===== config.mk =====
export PLATFORM = sky130hd
export DESIGN_NAME = unordered_input_arbiter
export DESIGN_NICKNAME = d
export VERILOG_FILES = /design/src/rtl/unordered_input_arbiter_pkg.sv /design/src/rtl/unordered_input_arbiter_rr_arbiter.sv /design/src/rtl/unordered_input_arbiter.sv
export SDC_FILE = /design/constraint.sdc
export NUM_CORES = 1
export LEC_CHECK = 0
export ABC_CLOCK_PERIOD_IN_PS = 5100
export CORE_ASPECT_RATIO = 1.75
export CORE_MARGIN = 1.5
export CORE_UTILIZATION = 28
export DETAILED_ROUTE_END_ITERATION = 7
export MAX_ROUTING_LAYER = met4
export SLEW_MARGIN = 20
export SYNTH_ARGS = -nofsm -noshare
export SYNTH_HDL_FRONTEND = slang
export SYNTH_SLANG_ARGS = --single-unit

===== constraint.sdc =====
create_clock -name clk -period 5.1 [get_ports clk]
set_input_delay 0.51 -clock clk [delete_from_list [all_inputs] [get_ports clk]]
set_output_delay 0.51 -clock clk [all_outputs]
set_load 0.02 [all_outputs]

===== src/rtl/unordered_input_arbiter_pkg.sv =====
// unordered_input_arbiter_pkg: widths and types shared with the order-independent summing tree.
// Rev 1.0
`default_nettype none

package unordered_input_arbiter_pkg;
  localparam int NUM_SOURCES_DEF = 4;
  localparam int DATA_WIDTH_DEF  = 32;
  localparam int BATCH_SIZE_DEF  = 8;

  typedef logic [$clog2(NUM_SOURCES_DEF)-1:0] src_id_t;
  typedef logic [$clog2(BATCH_SIZE_DEF):0]    batch_cnt_t;
endpackage

`default_nettype wire


===== src/rtl/unordered_input_arbiter_rr_arbiter.sv =====
// rr_arbiter: combinational round-robin pick, searching req upward from ptr with wraparound.
// Rev 1.0
`default_nettype none

module rr_arbiter
  import unordered_input_arbiter_pkg::*;
#(
  parameter int N = NUM_SOURCES_DEF,
  localparam int IW = $clog2(N)
) (
  input  logic [N-1:0]  req,
  input  logic [IW-1:0] ptr,
  output logic [N-1:0]  grant,
  output logic [IW-1:0] grant_idx,
  output logic          any_grant
);

  always_comb begin
    logic [IW-1:0] idx;
    grant     = '0;
    grant_idx = '0;
    any_grant = 1'b0;
    idx       = '0;
    for (int i = 0; i < N; i++) begin
      idx = IW'((int'(ptr) + i) % N);
      if (!any_grant && req[idx]) begin
        any_grant  = 1'b1;
        grant[idx] = 1'b1;
        grant_idx  = idx;
      end
    end
  end

endmodule

`default_nettype wire


===== src/rtl/unordered_input_arbiter.sv =====
// unordered_input_arbiter: serialises per-source one-deep holds round-robin into the summing tree port.
// Rev 1.0
`default_nettype none

module unordered_input_arbiter
  import unordered_input_arbiter_pkg::*;
#(
  parameter int NUM_SOURCES = NUM_SOURCES_DEF,
  parameter int DATA_WIDTH  = DATA_WIDTH_DEF,
  parameter int BATCH_SIZE  = BATCH_SIZE_DEF,
  localparam int IW = $clog2(NUM_SOURCES),
  localparam int BW = $clog2(BATCH_SIZE) + 1
) (
  input  logic                              clk,
  input  logic                              rst_n,
  input  logic [NUM_SOURCES-1:0]            src_valid,
  input  logic [NUM_SOURCES*DATA_WIDTH-1:0] src_data,
  output logic [NUM_SOURCES-1:0]            src_ready,
  output logic                              valid_out,
  output logic [DATA_WIDTH-1:0]             data_out,
  output logic [IW-1:0]                     src_id_out,
  input  logic                              ready_in,
  output logic [BW-1:0]                     batch_count,
  output logic                              batch_done
);

  logic                   armed;
  logic [NUM_SOURCES-1:0] hold_valid;
  logic [DATA_WIDTH-1:0]  hold_data [NUM_SOURCES];
  logic [NUM_SOURCES-1:0] take;
  logic [NUM_SOURCES-1:0] grant;
  logic [IW-1:0]          grant_idx;
  logic [IW-1:0]          ptr;
  logic                   any_grant;
  logic                   out_free;
  logic                   load;
  logic                   xfer;

  // armed keeps src_ready low until the first edge after reset release
  assign src_ready = ~hold_valid & {NUM_SOURCES{armed}};
  assign take      = src_valid & src_ready;
  assign out_free  = ~valid_out | ready_in;
  assign load      = out_free & any_grant;
  assign xfer      = valid_out & ready_in;

  rr_arbiter #(.N(NUM_SOURCES)) u_rr (
    .req       (hold_valid),
    .ptr       (ptr),
    .grant     (grant),
    .grant_idx (grant_idx),
    .any_grant (any_grant)
  );

  always_ff @(posedge clk) begin
    for (int i = 0; i < NUM_SOURCES; i++) begin
      if (take[i]) hold_data[i] <= src_data[i*DATA_WIDTH +: DATA_WIDTH];
    end
  end

  always_ff @(posedge clk or negedge rst_n) begin
    if (!rst_n) begin
      armed      <= 1'b0;
      hold_valid <= '0;
      ptr        <= '0;
      valid_out  <= 1'b0;
      data_out   <= '0;
      src_id_out <= '0;
    end else begin
      armed      <= 1'b1;
      // a slot being granted is never being refilled: take needs it empty
      hold_valid <= (hold_valid & ~({NUM_SOURCES{load}} & grant)) | take;
      if (load) ptr <= (grant_idx == IW'(NUM_SOURCES - 1)) ? '0 : grant_idx + 1'b1;
      if (out_free) begin
        valid_out <= any_grant;
        if (any_grant) begin
          data_out   <= hold_data[grant_idx];
          src_id_out <= grant_idx;
        end
      end
    end
  end

  always_ff @(posedge clk or negedge rst_n) begin
    if (!rst_n) begin
      batch_count <= '0;
      batch_done  <= 1'b0;
    end else begin
      batch_done <= 1'b0;
      if (xfer) begin
        if (batch_count == BW'(BATCH_SIZE - 1)) begin
          batch_count <= '0;
          batch_done  <= 1'b1;
        end else begin
          batch_count <= batch_count + 1'b1;
        end
      end
    end
  end

endmodule

`default_nettype wire


==> impl_metrics.env, run 1 <==
export IMPL_grt_pass1_wl_um=29500
export IMPL_drtIter0Drc=161
export IMPL_crit_chain="inv_1 -> ha_1 -> mux4_2 -> o211ai_2 -> and2_4 -> buf_4 -> mux2i_1 -> a211oi_1"
export IMPL_post_cts_buffers=0
export IMPL_hp_class="in2async"
export IMPL_path_buf_inv=2
export IMPL_boundaryPins=179
export IMPL_critPathTopFamily="flip-flops"
export IMPL_io_buffers=178
export IMPL_syn_nets=605
export IMPL_critPathKind="reg2reg"
export IMPL_power_leakage_nw=3.48
export IMPL_start_util_pct=28.4
export IMPL_finalSetupViolCount=0
export IMPL_cp_required_ps=5420
export IMPL_r2r_end="data_out[5]$_DFFE_PN0P_"
export IMPL_cts_htree_levels=4
export IMPL_tns_ps=0
export IMPL_tritoncts="built"
export IMPL_die_y_um=215
export IMPL_slowest_delay_ps=760
export IMPL_clk_pin_slew_ps=70
export IMPL_place_gp_congestion=0.823
export IMPL_synth_edf_count=128
export IMPL_grtUsageTotal_pct=15.8
export IMPL_clk_latency_ps=440
export IMPL_dpl_instance_area_um2=9250
export IMPL_endpoint_kind="register"
export IMPL_synth_compound_area_share_pct=14.1
export IMPL_grt_max_degree=48
export IMPL_antenna_found_initial=0
export IMPL_status="completed"
export IMPL_rsz0062_at_grt="no"
export IMPL_tightest_slew_ps=1000
export IMPL_core_um2=25200
export IMPL_synthSimpleGateAreaFrac_pct=4.69
export IMPL_fin_worst_skew_ps=11.4
export IMPL_final_common_cell="clkdlybuf4s50_1"
export IMPL_synth_cell_types=44
export IMPL_cts_sinks=175
export IMPL_cts_buffer_depth=2
export IMPL_synth_top_flop_cell="edfxtp_1"
export IMPL_synthesis_area_um2=7170
export IMPL_routedWlPerCell_um=20.6
export IMPL_ys_ff_latch=175
export IMPL_synth_top_family_by_area="compound AO/OA/AOI/OAI gates"
export IMPL_synth_xor_area_share_pct=0.611
export IMPL_via_per_inst=4.92
export IMPL_reg2reg_depth=8
export IMPL_layout_common_cells="clkdlybuf4s50_1 (177), edfxtp_1 (128), dfrtp_1 (47), nor2_1 (42), mux2i_1 (36)"
export IMPL_critPathMaxFanout=43
export IMPL_slew_headroom_pct=33.2
export IMPL_power_density_nw_per_um2=635
export IMPL_yosysWarnings=0
export IMPL_syn_mean_instance_area_um2=15.6
export IMPL_die_w_um=124
export IMPL_synthCells=461
export IMPL_cts_resized=0
export IMPL_synthAdderAreaFrac_pct=1.57
export IMPL_synthTopCellsByArea="edfxtp_1 (54%), dfrtp_1 (16%), mux2i_1 (5.0%)"
export IMPL_regToRegSetupSlack_ps=1290
export IMPL_dieArea_um2=26600
export IMPL_dr_pass1_iters=4
export IMPL_critPathSlowestCell="dfrtp_1"
export IMPL_diodes=0
export IMPL_synthMuxAreaShare_pct=6.13
export IMPL_hpwl_um=13700
export IMPL_grt_overflow=0
export IMPL_max_cap_violations=0
export IMPL_grt_pass1_vias=5174
export IMPL_fillerInstances=2389
export IMPL_final_hold_violation_count=0
export IMPL_async_flop_share_pct=26.9
export IMPL_fmax_mhz=262
export IMPL_synth_area_leader_cell="edfxtp_1"
export IMPL_drtAntennaViolNets=0
export IMPL_stdcell_area_um2=9890
export IMPL_startpoint_type="register"
export IMPL_rr_startpoint="ptr[0]$_DFFE_PN0P_"
export IMPL_period_share_pct=74.7
export IMPL_totalWireLength_um=19800
export IMPL_ys_seq_area_share_pct=70.0
export IMPL_drive_gt1_share_pct=8.96
export IMPL_cts_buffers=17
export IMPL_synth_top_area_share_pct=53.6
export IMPL_crit_arrival_ps=4130
export IMPL_area_growth_pct=37.9
export IMPL_clockRootBuffer="clkbuf_16"
export IMPL_peakVddDrop_v=0.000379
export IMPL_drc_errors=0
export IMPL_finalMaxSlewViolations=0
export IMPL_fp_row_count=77
export IMPL_min_period_ps=3810
export IMPL_final_nets=778
export IMPL_vias=4741
export IMPL_ctsHoldBuffers=0
-- cell families after synthesis --
logic type | count (synthesis)
AOI/OAI and AO/OA | 125
xor gates and xnor gates | 5
adders and majority gates | 9
buffers and inverters | 35
DFF | 175
muxes | 40
other | 1
and+or+nand+nor | 71
-- state kept, by name (all words and copies together) (netlist names) --
signal,cells
hold_data,128
data_out,32
batch_count,4
hold_valid,4
ptr,2
src_id_out,2
armed,1
batch_done,1
valid_out,1
-- Yosys cell counts, types with 4 or more instances --
master	n
nand3_1	4
a2111oi_0	19
nor2b_1	4
a211oi_1	33
ha_1	9
a22oi_1	4
buf_2	8
a21boi_0	32
and2_1	5
edfxtp_1	128
buf_6	8
nor2_1	42
a2111oi_2	6
a22o_1	4
a2111oi_1	7
o21ai_0	8
dfrtp_1	47
clkbuf_1	16
xnor2_1	4
nand2_1	5
mux2i_1	36
a21o_1	4
-- worst max path at each step --
stage | start | end | slack (ps) | cells past startpoint
2_1_floorplan | ptr[0]$_DFFE_PN0P_ | data_out[2]$_DFFE_PN0P_ | 2180 | 11
3_3_place_gp | ptr[0]$_DFFE_PN0P_ | data_out[8]$_DFFE_PN0P_ | 1620 | 8
3_5_place_dp | ptr[0]$_DFFE_PN0P_ | data_out[4]$_DFFE_PN0P_ | 1350 | 8
4_1_cts | ptr[0]$_DFFE_PN0P_ | data_out[5]$_DFFE_PN0P_ | 1300 | 8
5_1_grt | ptr[0]$_DFFE_PN0P_ | data_out[5]$_DFFE_PN0P_ | 1140 | 8
6_report | ptr[0]$_DFFE_PN0P_ | data_out[5]$_DFFE_PN0P_ | 1290 | 8
-- through the flow --
step	setup WS (ps)	hold WS [ps]	std cells	util (%)	power [W]
floorplan	2180	214	461	-	0.00400
detailed placement	1350	472	931	36.6	0.00490
global route	1140	228	963	39.2	0.00659
global placement	1620	472	931	36.6	0.00476
CTS	1300	200	963	39.2	0.00633
finish	1290	184	963	39.2	0.00628
-- power breakdown --
group	internal [W]	switching, W
Sequential	0.00186	0.000237
Combinational	0.00114	0.00162
Clock	0.000881	0.000541
-- layer usage --
layer | vias up | part of all wire [%] | GRT usage, %
li1 | 2144 | - | -
met4 | 0 | 3.9 | 8.11
met5 | - | 0 | -
met2 | 168 | 57 | 28.6
met1 | 2376 | 35 | 15.7
met3 | 53 | 4.1 | 3.11
-- area by class of cell --
class | count | area [µm²] | share of cell area, %
flip-flops and latches | 175 | 5020 | 50.8
multi-input cells | 251 | 1980 | 20.1
repair buffers | 187 | 1840 | 18.7
clock buffers | 21 | 450 | 4.56
well taps | 316 | 395 | 4.00
clock inverters | 11 | 188 | 1.90
inverters | 2 | 7.51 | 0.0759
Power figures use the tool's default switching activity.
==> run 2: changes to the inputs <==
--- a/config.mk
+++ b/config.mk
@@ -5,7 +5,7 @@
 export SDC_FILE = /design/constraint.sdc
 export NUM_CORES = 1
 export LEC_CHECK = 0
-export ABC_CLOCK_PERIOD_IN_PS = 5100
+export ABC_CLOCK_PERIOD_IN_PS = 3500
 export CORE_ASPECT_RATIO = 1.75
 export CORE_MARGIN = 1.5
 export CORE_UTILIZATION = 28
==> constraint.sdc (replaced) <==
create_clock -name clk -period 3.5 [get_ports clk]
set_input_delay 0.35 -clock clk [delete_from_list [all_inputs] [get_ports clk]]
set_output_delay 0.35 -clock clk [all_outputs]
set_load 0.02 [all_outputs]
==> run 2 against run 1 <==
Clock skew down 1.1 ps. First-iteration DRC count up 19%. Design area down 0.19%. Maximum frequency up 23%. Combinational power up 50%. Critical path type unchanged. Largest cell class unchanged. Largest power group unchanged.
==> impl_metrics.env, run 2 (same netlist as run 1, synthesis figures left out) <==
export IMPL_status="completed"
export IMPL_tns_ps=0
export IMPL_clockRootBuffer="clkbuf_16"
export IMPL_start_util_pct=28.4
export IMPL_critPathMaxFanout=36
export IMPL_hpwl_um=13700
export IMPL_drive_gt1_share_pct=9.98
export IMPL_slew_headroom_pct=32.2
export IMPL_grt_overflow=0
export IMPL_cts_sinks=175
export IMPL_fillerInstances=2379
export IMPL_multi_input_area_um2=1980
export IMPL_drc_errors=0
export IMPL_post_cts_buffers=0
export IMPL_via_per_inst=4.83
export IMPL_tritoncts="built"
export IMPL_min_period_ps=3090
export IMPL_layout_common_cells="clkdlybuf4s50_1 (177), edfxtp_1 (128), dfrtp_1 (47), nor2_1 (42), mux2i_1 (36)"
export IMPL_peakVddDrop_v=0.000497
export IMPL_finalSetupViolCount=0
export IMPL_boundaryPins=179
export IMPL_cts_buffer_depth=2
export IMPL_drtIter0Drc=191
export IMPL_met2_usage_pct=26.9
export IMPL_grt_pass1_wl_um=29300
export IMPL_totalWireLength_um=19400
export IMPL_finalMaxSlewViolations=0
export IMPL_cts_buffers=17
export IMPL_final_common_cell="clkdlybuf4s50_1"
export IMPL_rsz0062_at_grt="no"
export IMPL_cts_htree_levels=4
export IMPL_cts_resized=0
export IMPL_power_density_nw_per_um2=908
export IMPL_global_route_usage_met1_pct=16.7
export IMPL_final_hold_violation_count=0
export IMPL_critPathKind="reg2reg"
export IMPL_hp_class="in2async"
export IMPL_dr_pass1_iters=4
export IMPL_area_growth_pct=37.7
export IMPL_layout_setup_ws_ps=411
export IMPL_grt_pass1_vias=5257
export IMPL_grt_max_degree=37
export IMPL_tightest_slew_ps=1020
export IMPL_busiest_layer="met2"
export IMPL_period_share_pct=88.3
export IMPL_grtUsageTotal_pct=15.6
export IMPL_ff_latch_area_um2=5020
export IMPL_whs_ps=348
export IMPL_max_cap_violations=0
export IMPL_met3_usage_pct=2.93
export IMPL_fp_row_count=77
export IMPL_largest_reg_flops=128
export IMPL_clk_latency_ps=430
export IMPL_ctsHoldBuffers=1
export IMPL_startpoint_type="register"
export IMPL_fmax_mhz=324
export IMPL_power_leakage_nw=3.46
export IMPL_post_place_ws_ps=436
export IMPL_drtAntennaViolNets=0
export IMPL_final_nets=782
export IMPL_antenna_found_initial=2
export IMPL_core_um2=25200
export IMPL_endpoint_kind="register"
export IMPL_io_buffers=178
export IMPL_die_w_um=124
export IMPL_dieArea_um2=26600
export IMPL_final_util_pct=39.1
export IMPL_fin_worst_skew_ps=10.4
export IMPL_routedWlPerCell_um=20.0
export IMPL_cp_required_ps=3790
export IMPL_vias=4682
export IMPL_place_gp_congestion=0.822
export IMPL_reg_top3="hold_data (128), data_out (32)"
export IMPL_die_y_um=215
export IMPL_regMostFlops="hold_data"
export IMPL_crit_arrival_ps=3380
export IMPL_clk_pin_slew_ps=70
[run 2: changes by cell type in the layout (fill, tap and decap cells not counted)]
cell | before | now
buf_12 | 0 | 1
buf_4 | 9 | 11
bufinv_16 | 5 | 1
clkbuf_1 | 3 | 0
clkinv_1 | 2 | 1
clkinv_4 | 1 | 2
clkinvlp_4 | 1 | 4
diode_2 | 0 | 2
dlygate4sd3_1 | 0 | 1
inv_6 | 1 | 5
[run 2: stage by stage]
stage	power (W)	std cells	area [µm²]
floorplan	0.00583	461	7170
global placement	0.00706	934	9290
detailed placement	0.00721	934	9290
CTS	0.00906	967	9860
global route	0.00944	969	9870
finish	0.00896	969	9870
[run 2: area by class of cell]
| type | count | area share [%] |
|---|---|---|
| clock inverters | 14 | 1.32 |
| repair buffers | 191 | 19.1 |
| flip-flops and latches | 175 | 50.9 |
| clock buffers | 18 | 4.45 |
| multi-input cells | 251 | 20.1 |
| well taps | 316 | 4.01 |
| inverters | 2 | 0.0761 |
| diodes | 2 | 0.0507 |
[run 2: power breakdown]
part           total, W  switching [W]  internal, W
logic           0.00414        0.00241      0.00174
registers       0.00299       0.000287      0.00270
clock network   0.00182       0.000814      0.00101
[run 2: final timing paths]
path / from / to / slack [ps] / depth (start not counted)
worst max-delay path: ptr[1]$_DFFE_PN0P_ / data_out[28]$_DFFE_PN0P_ / 410 / 10
max in group asynchronous: rst_n / data_out[12]$_DFFE_PN0P_ / 2320 / 3
worst max register to register: ptr[1]$_DFFE_PN0P_ / data_out[28]$_DFFE_PN0P_ / 410 / 10
worst min register to register: src_id_out[1]$_DFFE_PN0P_ / src_id_out[1]$_DFFE_PN0P_ / 500 / 2
worst min-delay path: rst_n / batch_count[3]$_DFFE_PN0P_ / 350 / 2
min in group clk: src_data[22] / hold_data[0][22]$_DFFE_PP_ / 470 / 1
[run 2: critical path: stages, from the launching register on]
cell       delay [ps]
dfrtp_1           330
buf_4             180
inv_1             110
ha_1              420
mux4_2            450
nor2b_4           230
o21ai_2            90
and2_4            330
buf_12            240
a2111oi_0         450
a211oi_1          110
[run 2: layer usage]
metal | vias up | wire length (µm)
met2 | 166 | 10500
li1 | 2159 | -
met1 | 2319 | 7250
met4 | 0 | 782
met3 | 38 | 793
met5 | - | 0
==> run 3: changes to the inputs <==
--- a/config.mk
+++ b/config.mk
@@ -5,9 +5,9 @@
 export SDC_FILE = /design/constraint.sdc
 export NUM_CORES = 1
 export LEC_CHECK = 0
+export ABC_AREA = 1
 export ABC_CLOCK_PERIOD_IN_PS = 3500
 export CORE_ASPECT_RATIO = 1.75
-export CORE_MARGIN = 1.5
 export CORE_UTILIZATION = 28
 export DETAILED_ROUTE_END_ITERATION = 7
 export MAX_ROUTING_LAYER = met4
==> run 3 against run 2 <==
The flow now finishes with violations (hold timing). Cell count rose by 41%. Sequential share of layout area fell by 3.6 points. Power rose by 28%. Critical path type unchanged. Largest power group unchanged.
==> impl_metrics.env, run 3 <==
export IMPL_status="finished, violations left"
export IMPL_violations="hold timing"
export IMPL_regMostFlops="hold_data"
export IMPL_finalMaxSlewViolations=0
export IMPL_clock_power_share_pct=17.3
export IMPL_finalSetupViolCount=0
export IMPL_multi_input_area_um2=2070
export IMPL_synthesis_area_um2=7880
export IMPL_ctsHoldBuffers=0
export IMPL_synth_edf_count=128
export IMPL_stdcell_area_um2=10600
export IMPL_slew_headroom_pct=30.9
export IMPL_vias=6022
export IMPL_cp_startpoint="ptr[1]$_DFFE_PN0P_"
export IMPL_routedWlPerCell_um=17.0
export IMPL_io_buffers=178
export IMPL_post_place_ws_ps=336
export IMPL_grtUsageTotal_pct=17.5
export IMPL_synthTopCellsByArea="edfxtp_1 (49%), dfrtp_1 (15%), nand2_1 (11%)"
export IMPL_max_cap_violations=0
export IMPL_synth_top_area_share_pct=48.8
export IMPL_final_nets=1124
export IMPL_area_growth_pct=34.7
export IMPL_ff_latch_area_um2=5020
export IMPL_cts_buffers=17
export IMPL_hpwl_um=16100
export IMPL_layout_common_cells="nand2_1 (240), clkdlybuf4s50_1 (177), nand3_1 (146), inv_1 (145), edfxtp_1 (128)"
export IMPL_syn_nets=951
export IMPL_largest_reg_flops=128
export IMPL_dpl_instance_area_um2=10000
export IMPL_ys_top_cells_by_count="nand2_1 (241), inv_1 (149), nand3_1 (146)"
export IMPL_layout_cells_non_filler=1362
export IMPL_syn_mean_instance_area_um2=9.76
export IMPL_cts_sinks=175
export IMPL_synth_most_common_cell="nand2_1"
export IMPL_p_switching_w=0.00540
export IMPL_hp_class="in2async"
export IMPL_switching_share_pct=47.2
export IMPL_fin_worst_skew_ps=8.98
export IMPL_diodes=0
export IMPL_tightest_slew_ps=1030
export IMPL_final_common_cell="nand2_1"
export IMPL_place_gp_congestion=0.801
export IMPL_p_int_w=0.00604
export IMPL_die_y_um=224
export IMPL_synthCells=807
export IMPL_tritoncts="built"
export IMPL_critPathMaxFanout=38
export IMPL_cts_htree_levels=4
export IMPL_fmax_mhz=325
export IMPL_grt_pass1_vias=6135
export IMPL_period_share_pct=87.8
export IMPL_ys_ff_latch=175
export IMPL_rsz0062_at_grt="no"
export IMPL_startpoint_type="register"
export IMPL_yosysWarnings=0
export IMPL_antenna_found_initial=0
export IMPL_core_um2=27400
export IMPL_synth_area_leader_cell="edfxtp_1"
export IMPL_boundaryPins=179
export IMPL_dr_pass1_iters=5
export IMPL_p_seq_share_pct=26.8
export IMPL_reg_top3="hold_data (128), data_out (32)"
export IMPL_post_cts_buffers=0
export IMPL_power_leakage_nw=4.74
export IMPL_drc_errors=0
export IMPL_grt_overflow=0
export IMPL_final_util_pct=38.7
export IMPL_endpoint_kind="register"
export IMPL_whs_ps=-23.9
export IMPL_min_period_ps=3070
export IMPL_cp_required_ps=3830
export IMPL_cts_resized=0
export IMPL_clockRootBuffer="clkbuf_16"
export IMPL_dieArea_um2=28800
export IMPL_synth_cell_types=29
export IMPL_cts_buffer_depth=2
export IMPL_power_density_nw_per_um2=1080
export IMPL_clk_latency_ps=450
export IMPL_place_inst=1330
export IMPL_die_w_um=129
export IMPL_peakVddDrop_v=0.000542
export IMPL_power_share_combinational_pct=55.9
export IMPL_drtIter0Drc=254
export IMPL_layout_setup_ws_ps=427
export IMPL_grt_pass1_wl_um=34900
export IMPL_drive_gt1_share_pct=6.45
export IMPL_critPathKind="reg2reg"
export IMPL_synth_top_flop_cell="edfxtp_1"
export IMPL_fillerInstances=2724
export IMPL_clk_pin_slew_ps=70
export IMPL_final_hold_violation_count=18
export IMPL_fp_row_count=80
export IMPL_async_flop_share_pct=26.9
export IMPL_start_util_pct=28.7
export IMPL_crit_arrival_ps=3410
export IMPL_grt_max_degree=42
export IMPL_tns_ps=0
export IMPL_rr_startpoint="ptr[1]$_DFFE_PN0P_"
export IMPL_ys_seq_area_share_pct=63.7
export IMPL_drtAntennaViolNets=0
export IMPL_via_per_inst=4.42
export IMPL_totalWireLength_um=23200
run 3: worst paths after layout:
path | to | slack, ps | depth (start not counted)
min in group clk | hold_data[0][23]$_DFFE_PP_ | 450 | 1
setup / recovery | data_out[13]$_DFFE_PN0P_ | 430 | 14
max in group asynchronous | ptr[0]$_DFFE_PN0P_ | 2760 | 2
setup reg to reg | data_out[13]$_DFFE_PN0P_ | 430 | 14
hold reg to reg | data_out[29]$_DFFE_PN0P_ | 480 | 2
hold / removal | batch_done$_DFF_PN0_ | -20 | 1
run 3: logic make-up after synthesis:
| logic type | Yosys count | share of synthesized area, % |
|---|---|---|
| xor+xnor | 1 | 0.111 |
| flops | 175 | 63.7 |
| compound gates | 15 | 1.13 |
| simple gates | 418 | 23.5 |
| fa+ha+maj | 9 | 1.43 |
| buf+inv | 188 | 10.1 |
| other cells | 1 | 0.0476 |
run 3: final cells by class:
type	count	share of cell area (%)
clock inverter	14	1.66
clock buffer	18	4.14
tap	369	4.35
sequential	175	47.3
inverter	153	5.41
multi-input combinational	444	19.5
timing repair buffer	189	17.6
run 3: through the flow:
step	hold slack, ps	power (W)
finish	-23.9	0.0114
global placement	464	0.00937
floorplan	54.4	0.00760
detailed placement	467	0.00951
CTS	12.8	0.0115
global route	32.4	0.0123
run 3: per-layer routing:
layer | track usage [%] | part of all wire, %
met5 | - | 0
met1 | 17.1 | 35
met3 | 3.10 | 3.7
met2 | 32.0 | 57
met4 | 10.1 | 4.5
run 3: worst max-delay path, stage by stage, from the launching register on:
cell and delay [ps]:
dfrtp_1 520, inv_1 210, ha_1 400, inv_1 100
nand3_1 100, nand2_2 100, nor2_8 180, nand3b_4 320
nand3_2 200, buf_4 390, nand2_1 110, nand3_1 110
nand2_1 60, nand2_1 70, nand2_1 70
run 3: power by group through the flow:
stage	clock, W	combinational (W)	sequential [W]
3_5_place_dp	0	0.00641	0.00310
5_1_grt	0.00211	0.00713	0.00311
2_1_floorplan	0	0.00434	0.00326
4_1_cts	0.00204	0.00644	0.00307
6_report	0.00198	0.00639	0.00306
3_3_place_gp	0	0.00627	0.00310
